## config.mk

```make
export PLATFORM = sky130hd
export DESIGN_NAME = updown_bcd_display
export DESIGN_NICKNAME = d
export VERILOG_FILES = /design/src/rtl/updown_bcd_pkg.sv /design/src/rtl/bcd_digit_cell.sv /design/src/rtl/updown_bcd_display.sv
export SDC_FILE = /design/constraint.sdc
export NUM_CORES = 1
export LEC_CHECK = 0
export BUFFER_PORTS_ARGS = -buffer_cell sky130_fd_sc_hd__buf_2
export CAP_MARGIN = 20
export CORE_ASPECT_RATIO = 1.2
export CORE_MARGIN = 1.5
export CORE_UTILIZATION = 39
export DETAILED_ROUTE_END_ITERATION = 7
export PLACE_DENSITY_LB_ADDON = 0.1
export SYNTH_ARGS = -nofsm -noshare
export SYNTH_HDL_FRONTEND = slang
export SYNTH_SLANG_ARGS = --single-unit
```

## constraint.sdc

```tcl
create_clock -name CLK_50 -period 3.8 [get_ports CLK_50]
set_input_delay 0.57 -clock CLK_50 [delete_from_list [all_inputs] [get_ports CLK_50]]
set_output_delay 0.57 -clock CLK_50 [all_outputs]
set_load 0.02 [all_outputs]
```

## src/rtl/updown_bcd_pkg.sv

```systemverilog
// Shared types, segment constants and helpers for the reversible BCD counter/display.
package updown_bcd_pkg;

  typedef logic [3:0] bcd_t;
  typedef logic [6:0] seg_t;

  // Active-low segments, bit 0 = a ... bit 6 = g
  localparam seg_t SEG_BLANK = 7'b1111111;
  localparam seg_t SEG_ZERO  = 7'b1000000;

  function automatic seg_t seg7(input bcd_t d);
    seg_t s;
    case (d)
      4'd0:    s = 7'b1000000;
      4'd1:    s = 7'b1111001;
      4'd2:    s = 7'b0100100;
      4'd3:    s = 7'b0110000;
      4'd4:    s = 7'b0011001;
      4'd5:    s = 7'b0010010;
      4'd6:    s = 7'b0000010;
      4'd7:    s = 7'b1111000;
      4'd8:    s = 7'b0000000;
      4'd9:    s = 7'b0010000;
      default: s = SEG_BLANK;
    endcase
    return s;
  endfunction

  // Bits needed to hold 0..n-1, never less than one
  function automatic int unsigned cnt_width(input int unsigned n);
    return (n <= 1) ? 1 : $clog2(n);
  endfunction

endpackage

```

## src/rtl/bcd_digit_cell.sv

```systemverilog
// One BCD decade: loadable, counts up or down when tick and carry/borrow-in are both set.
module bcd_digit_cell
  import updown_bcd_pkg::*;
(
  input  logic clk,
  input  logic clr,
  input  logic load,
  input  bcd_t load_val,
  input  logic tick,
  input  logic dir,
  input  logic cin,
  output bcd_t digit,
  output logic cout
);

  bcd_t digit_q;

  always_ff @(posedge clk) begin
    if (clr) begin
      digit_q <= '0;
    end else if (load) begin
      digit_q <= (load_val > 4'd9) ? 4'd0 : load_val;
    end else if (tick && cin) begin
      if (dir) digit_q <= (digit_q == 4'd0) ? 4'd9 : digit_q - 4'd1;
      else     digit_q <= (digit_q == 4'd9) ? 4'd0 : digit_q + 4'd1;
    end
  end

  assign digit = digit_q;
  assign cout  = cin && (dir ? (digit_q == 4'd0) : (digit_q == 4'd9));

endmodule

```

## src/rtl/updown_bcd_display.sv

```systemverilog
// Reversible N-digit BCD counter with prescaler, wrap pulse and multiplexed seven-segment drive.
module updown_bcd_display
  import updown_bcd_pkg::*;
#(
  parameter int unsigned DIGITS   = 4,
  parameter int unsigned CLK_HZ   = 50_000_000,
  parameter int unsigned COUNT_HZ = 1,
  parameter int unsigned SCAN_DIV = 12_500,
  parameter bit          BLANK_LZ = 1'b0
) (
  input  logic                  CLK_50,
  input  logic                  CLR,
  input  logic                  revert,
  input  logic                  EN,
  input  logic                  LOAD,
  input  logic [4*DIGITS-1:0]   LOAD_VAL,
  output logic [4*DIGITS-1:0]   COUNT,
  output logic                  WRAP,
  output logic [DIGITS-1:0]     SEL,
  output logic [6:0]            SEG
);

  localparam int unsigned TDIV = CLK_HZ / COUNT_HZ;
  localparam int unsigned PW   = cnt_width(TDIV);
  localparam int unsigned SW   = cnt_width(SCAN_DIV);
  localparam int unsigned IW   = cnt_width(DIGITS);

  logic [PW-1:0]     presc_q;
  logic              tick;
  logic [DIGITS:0]   carry;
  bcd_t              digit [DIGITS];
  logic              wrap_q;
  logic [SW-1:0]     scan_q;
  logic [IW-1:0]     idx_q;
  logic [DIGITS-1:0] blank;
  logic [DIGITS-1:0] sel_q;
  seg_t              seg_q;

  assign tick = EN && (presc_q == PW'(TDIV - 1));

  always_ff @(posedge CLK_50) begin
    if (CLR || LOAD)  presc_q <= '0;
    else if (tick)    presc_q <= '0;
    else if (EN)      presc_q <= presc_q + 1'b1;
  end

  assign carry[0] = 1'b1;

  for (genvar g = 0; g < DIGITS; g++) begin : g_cell
    bcd_digit_cell u_cell (
      .clk      (CLK_50),
      .clr      (CLR),
      .load     (LOAD),
      .load_val (LOAD_VAL[4*g +: 4]),
      .tick     (tick),
      .dir      (revert),
      .cin      (carry[g]),
      .digit    (digit[g]),
      .cout     (carry[g+1])
    );
  end

  always_comb begin
    COUNT = '0;
    for (int i = 0; i < DIGITS; i++) COUNT[4*i +: 4] = digit[i];
  end

  // LOAD discards a coincident tick, so it must also suppress the wrap pulse
  always_ff @(posedge CLK_50) begin
    if (CLR || LOAD) wrap_q <= 1'b0;
    else             wrap_q <= tick && carry[DIGITS];
  end

  always_ff @(posedge CLK_50) begin
    if (CLR) begin
      scan_q <= '0;
      idx_q  <= '0;
    end else if (scan_q == SW'(SCAN_DIV - 1)) begin
      scan_q <= '0;
      idx_q  <= (idx_q == IW'(DIGITS - 1)) ? '0 : idx_q + 1'b1;
    end else begin
      scan_q <= scan_q + 1'b1;
    end
  end

  // A digit is a leading zero when it and every higher digit are zero
  always_comb begin
    logic run;
    run   = 1'b1;
    blank = '0;
    for (int i = DIGITS - 1; i >= 0; i--) begin
      run      = run && (digit[i] == 4'd0);
      blank[i] = BLANK_LZ && (i != 0) && run;
    end
  end

  always_ff @(posedge CLK_50) begin
    if (CLR) begin
      sel_q <= ~DIGITS'(1);
      seg_q <= SEG_ZERO;
    end else begin
      sel_q <= ~(DIGITS'(1) << idx_q);
      seg_q <= blank[idx_q] ? SEG_BLANK : seg7(digit[idx_q]);
    end
  end

  assign WRAP = wrap_q;
  assign SEL  = sel_q;
  assign SEG  = seg_q;

endmodule
```

==> impl_metrics.yaml <==
floorplanning:
  die-width_um: 97.09
  dieArea_um2: 11250
  floorplan.rows: 41
  initial_utilization: 0.3978
  ioPinCount: 49
  die_height_um: 115.9
  core_um2: 10410
placement:
  gpl_congestion: 0.7951
  dp_hpwl_um: 6458
  placedInstanceArea_um2: 4378
  post-place-ws_ns: 1.119
  placed_cells: 643
  io_buffer_count: 48
sta:
  setup-tns-final_ns: 0
  setup_viol: 0
  grt_setup_unrepaired: "false"
  timing.final.ws_setup_ns: 1.331
  fmaxAchievable_mhz: 405.0
  hold_viol: 0
  worst_pin_slew_ns: 0.9011
  final.setup_skew_ns: 0.006845
  drv_slew: 0
  worst_hold_slack_ns: 0.4609
  period_needed_ns: 2.469
  max_slew_margin: 0.3992
  finalCritPeriodShare: 0.6497
synthesis:
  synth_enable_flop_cells: 0
  syn_area_per_cell_um2: 8.236
  ys_async_sr_fraction: 0
  yosys_warnings: 0
  synthesis.instances: 503
  synth.lib_cells_used.distinct: 68
  synth.yosys.seq_area_share: 0.3383
  yosys_most_used_dff: "sky130_fd_sc_hd__dfxtp_1"
  synth.net_count: 535
  synth_seq_cells: 70
  synth_top_cell_area_share: 0.3383
  syn-cell-area_um2: 4143
  netlist.top_cell.by_area: "sky130_fd_sc_hd__dfxtp_1"
  top_cells_by_area_synth: "sky130_fd_sc_hd__dfxtp_1, sky130_fd_sc_hd__nor2_1, sky130_fd_sc_hd__xnor2_1"
grt:
  grt_antenna_before_repair: 0
  grt_overflow: 0
  first_pass_grt_wire_length_um: 15410
  grt_pass1_vias: 3139
  largest_net_degree_at_the_start_of_global_routing: 40
  grt_util_all_layers: 0.1699
critical_path:
  cp_data_required_time_ns: 3.98
  worst_setup_start_kind: "flop"
  crit_type: "flop to flop"
  critical_path.max_fanout: 26
  timing.rr.start: "presc_q[0]"
  cp-startpoint: "presc_q[0]"
  critPathArrivalTime_ns: 2.65
  endpoint_kind: "flop"
layout:
  final_std_cell_area_no_fill_um2: 4690
  most_common_cell_after_layout_fill_and_taps_aside: "sky130_fd_sc_hd__nor2_1"
  antenna_cells: 0
  mostFrequentLayoutCells: "sky130_fd_sc_hd__nor2_1, sky130_fd_sc_hd__dfxtp_1, sky130_fd_sc_hd__buf_2, sky130_fd_sc_hd__xnor2_1, sky130_fd_sc_hd__nand2_1"
  final_nets: 557
  final_core_utilization: 0.4503
  syn_to_final_growth_pct: 13.20
  drive_gt1_frac: 0.1553
  instances_no_fill: 657
clock_tree:
  cts_tree: "built"
  post_cts_resize_count: 0
  cts_inserted_buffers: 9
  cts_num_sinks: 70
  cts_hold_repair.buffers: 0
  cts-root-buf: "sky130_fd_sc_hd__clkbuf_16"
  clkLatencyLatePin_ns: 0.33
  clk_pin_slew_worst_paths_ns: 0.06
  clk_path_buf_depth: 2
  post_cts_buffers: 0
  cts_h_tree_depth: 3
status:
  status: "completed"
min_path:
  timing.hold.worst.class: "flop to flop"
  worst_hold_startpoint: "scan_q[0]"
detailed_routing:
  detail_route.iter0.violations: 157
  first_pass_iters: 4
  postRouteAntennaNets: 0
  num_vias: 3536
  post_drt_via_cell_ratio: 5.382
  routed_wire_length_per_instance_um: 14.06
  drc: 0
  drt-total-wl_um: 9235
power_and_ir_drop:
  vdd.ir_drop.worst_v: 0.0001655
  power_leakage_nw: 1.643
  power_per_cell_area_nw_per_um2: 397.7
  p_total_mw: 1.865
run:
  max_cap_viol_count: 0
layout make-up:
cell class	count	area, um^2
inverters	17	63.81
fillers	1054	5724
repair buffers	48	240.2
clock buffers	10	239.0
flip-flops and latches	70	1401
well taps	129	161.4
multi-input cells	379	2511
clock inverters	4	72.57
worst max-delay path, cell delays in order, from the launching register on:
cell and delay [ns]:
sky130_fd_sc_hd__dfxtp_1 0.36, sky130_fd_sc_hd__ha_1 0.21, sky130_fd_sc_hd__nand4_2 0.12, sky130_fd_sc_hd__or4_4 0.60, sky130_fd_sc_hd__nor2_4 0.19, sky130_fd_sc_hd__or2_1 0.73, sky130_fd_sc_hd__nor2_1 0.11
flip-flops by register name, summed over array words and instances, names as in the netlist:
register and flops:
WRAP 1, SEL 4, SEG 7, idx_q 2, scan_q 14, g_cell.u_cell.digit 16
presc_q 26
report_power, final:
group	leakage [nW]	total (mW)	switching, mW	internal, mW
Combinational	0.923	0.191	0.112	0.0788
Sequential	0.569	0.791	0.0370	0.754
Clock	0.150	0.883	0.300	0.583
layer usage:
| layer | GRT usage | vias up | part of all wire |
|---|---|---|---|
| met1 | 0.2292 | 1630 | 0.49 |
| met4 | 0.07536 | 0 | 0.015 |
| met3 | 0.02473 | 11 | 0.041 |
| met5 | 0 | - | 0 |
| met2 | 0.2718 | 67 | 0.46 |
| li1 | - | 1828 | - |
final timing paths:
check                    end  slack, ns  cells past startpoint
setup / recovery  presc_q[6]       1.33                      6
hold / removal     scan_q[0]       0.46                      1
setup reg to reg  presc_q[6]       1.33                      6
hold reg to reg    scan_q[0]       0.46                      1
cells in the mapped netlist (all sizes together), types with 3 or more instances:
master   n
mux2i    9
nor4b    3
nand3b   6
a211oi   6
mux4     3
a32oi    3
nand2b  17
o21ai   20
inv     17
nor3    15
a31oi    4
nand2   28
nand4   13
nor2b   10
ha      11
and4     9
clkbuf  26
nor2    73
o22ai    6
nor3b    5
dfxtp   70
a311oi   4
and2     5
nor4    11
or3      3
or2      3
xnor2   30
buf     11
xor2    13
nand3   17
a21oi   13
or4      3
a221oi   5
kinds of logic (layout without fill, tap and decap cells):
group                    after synthesis  count (layout)  share of synthesized area
AO/OA/AOI/OAI                         83              83                     0.1407
XOR/XNOR                              43              43                    0.09091
adder cells (fa/ha/maj)               11              11                    0.03322
buffers and inverters                 54              79                    0.05557
flip-flops                            70              70                     0.3383
multiplexers                          13              13                    0.04077
AND/OR/NAND/NOR                      229             229                     0.3005
Note: power is estimated with default switching activity, not from simulation.
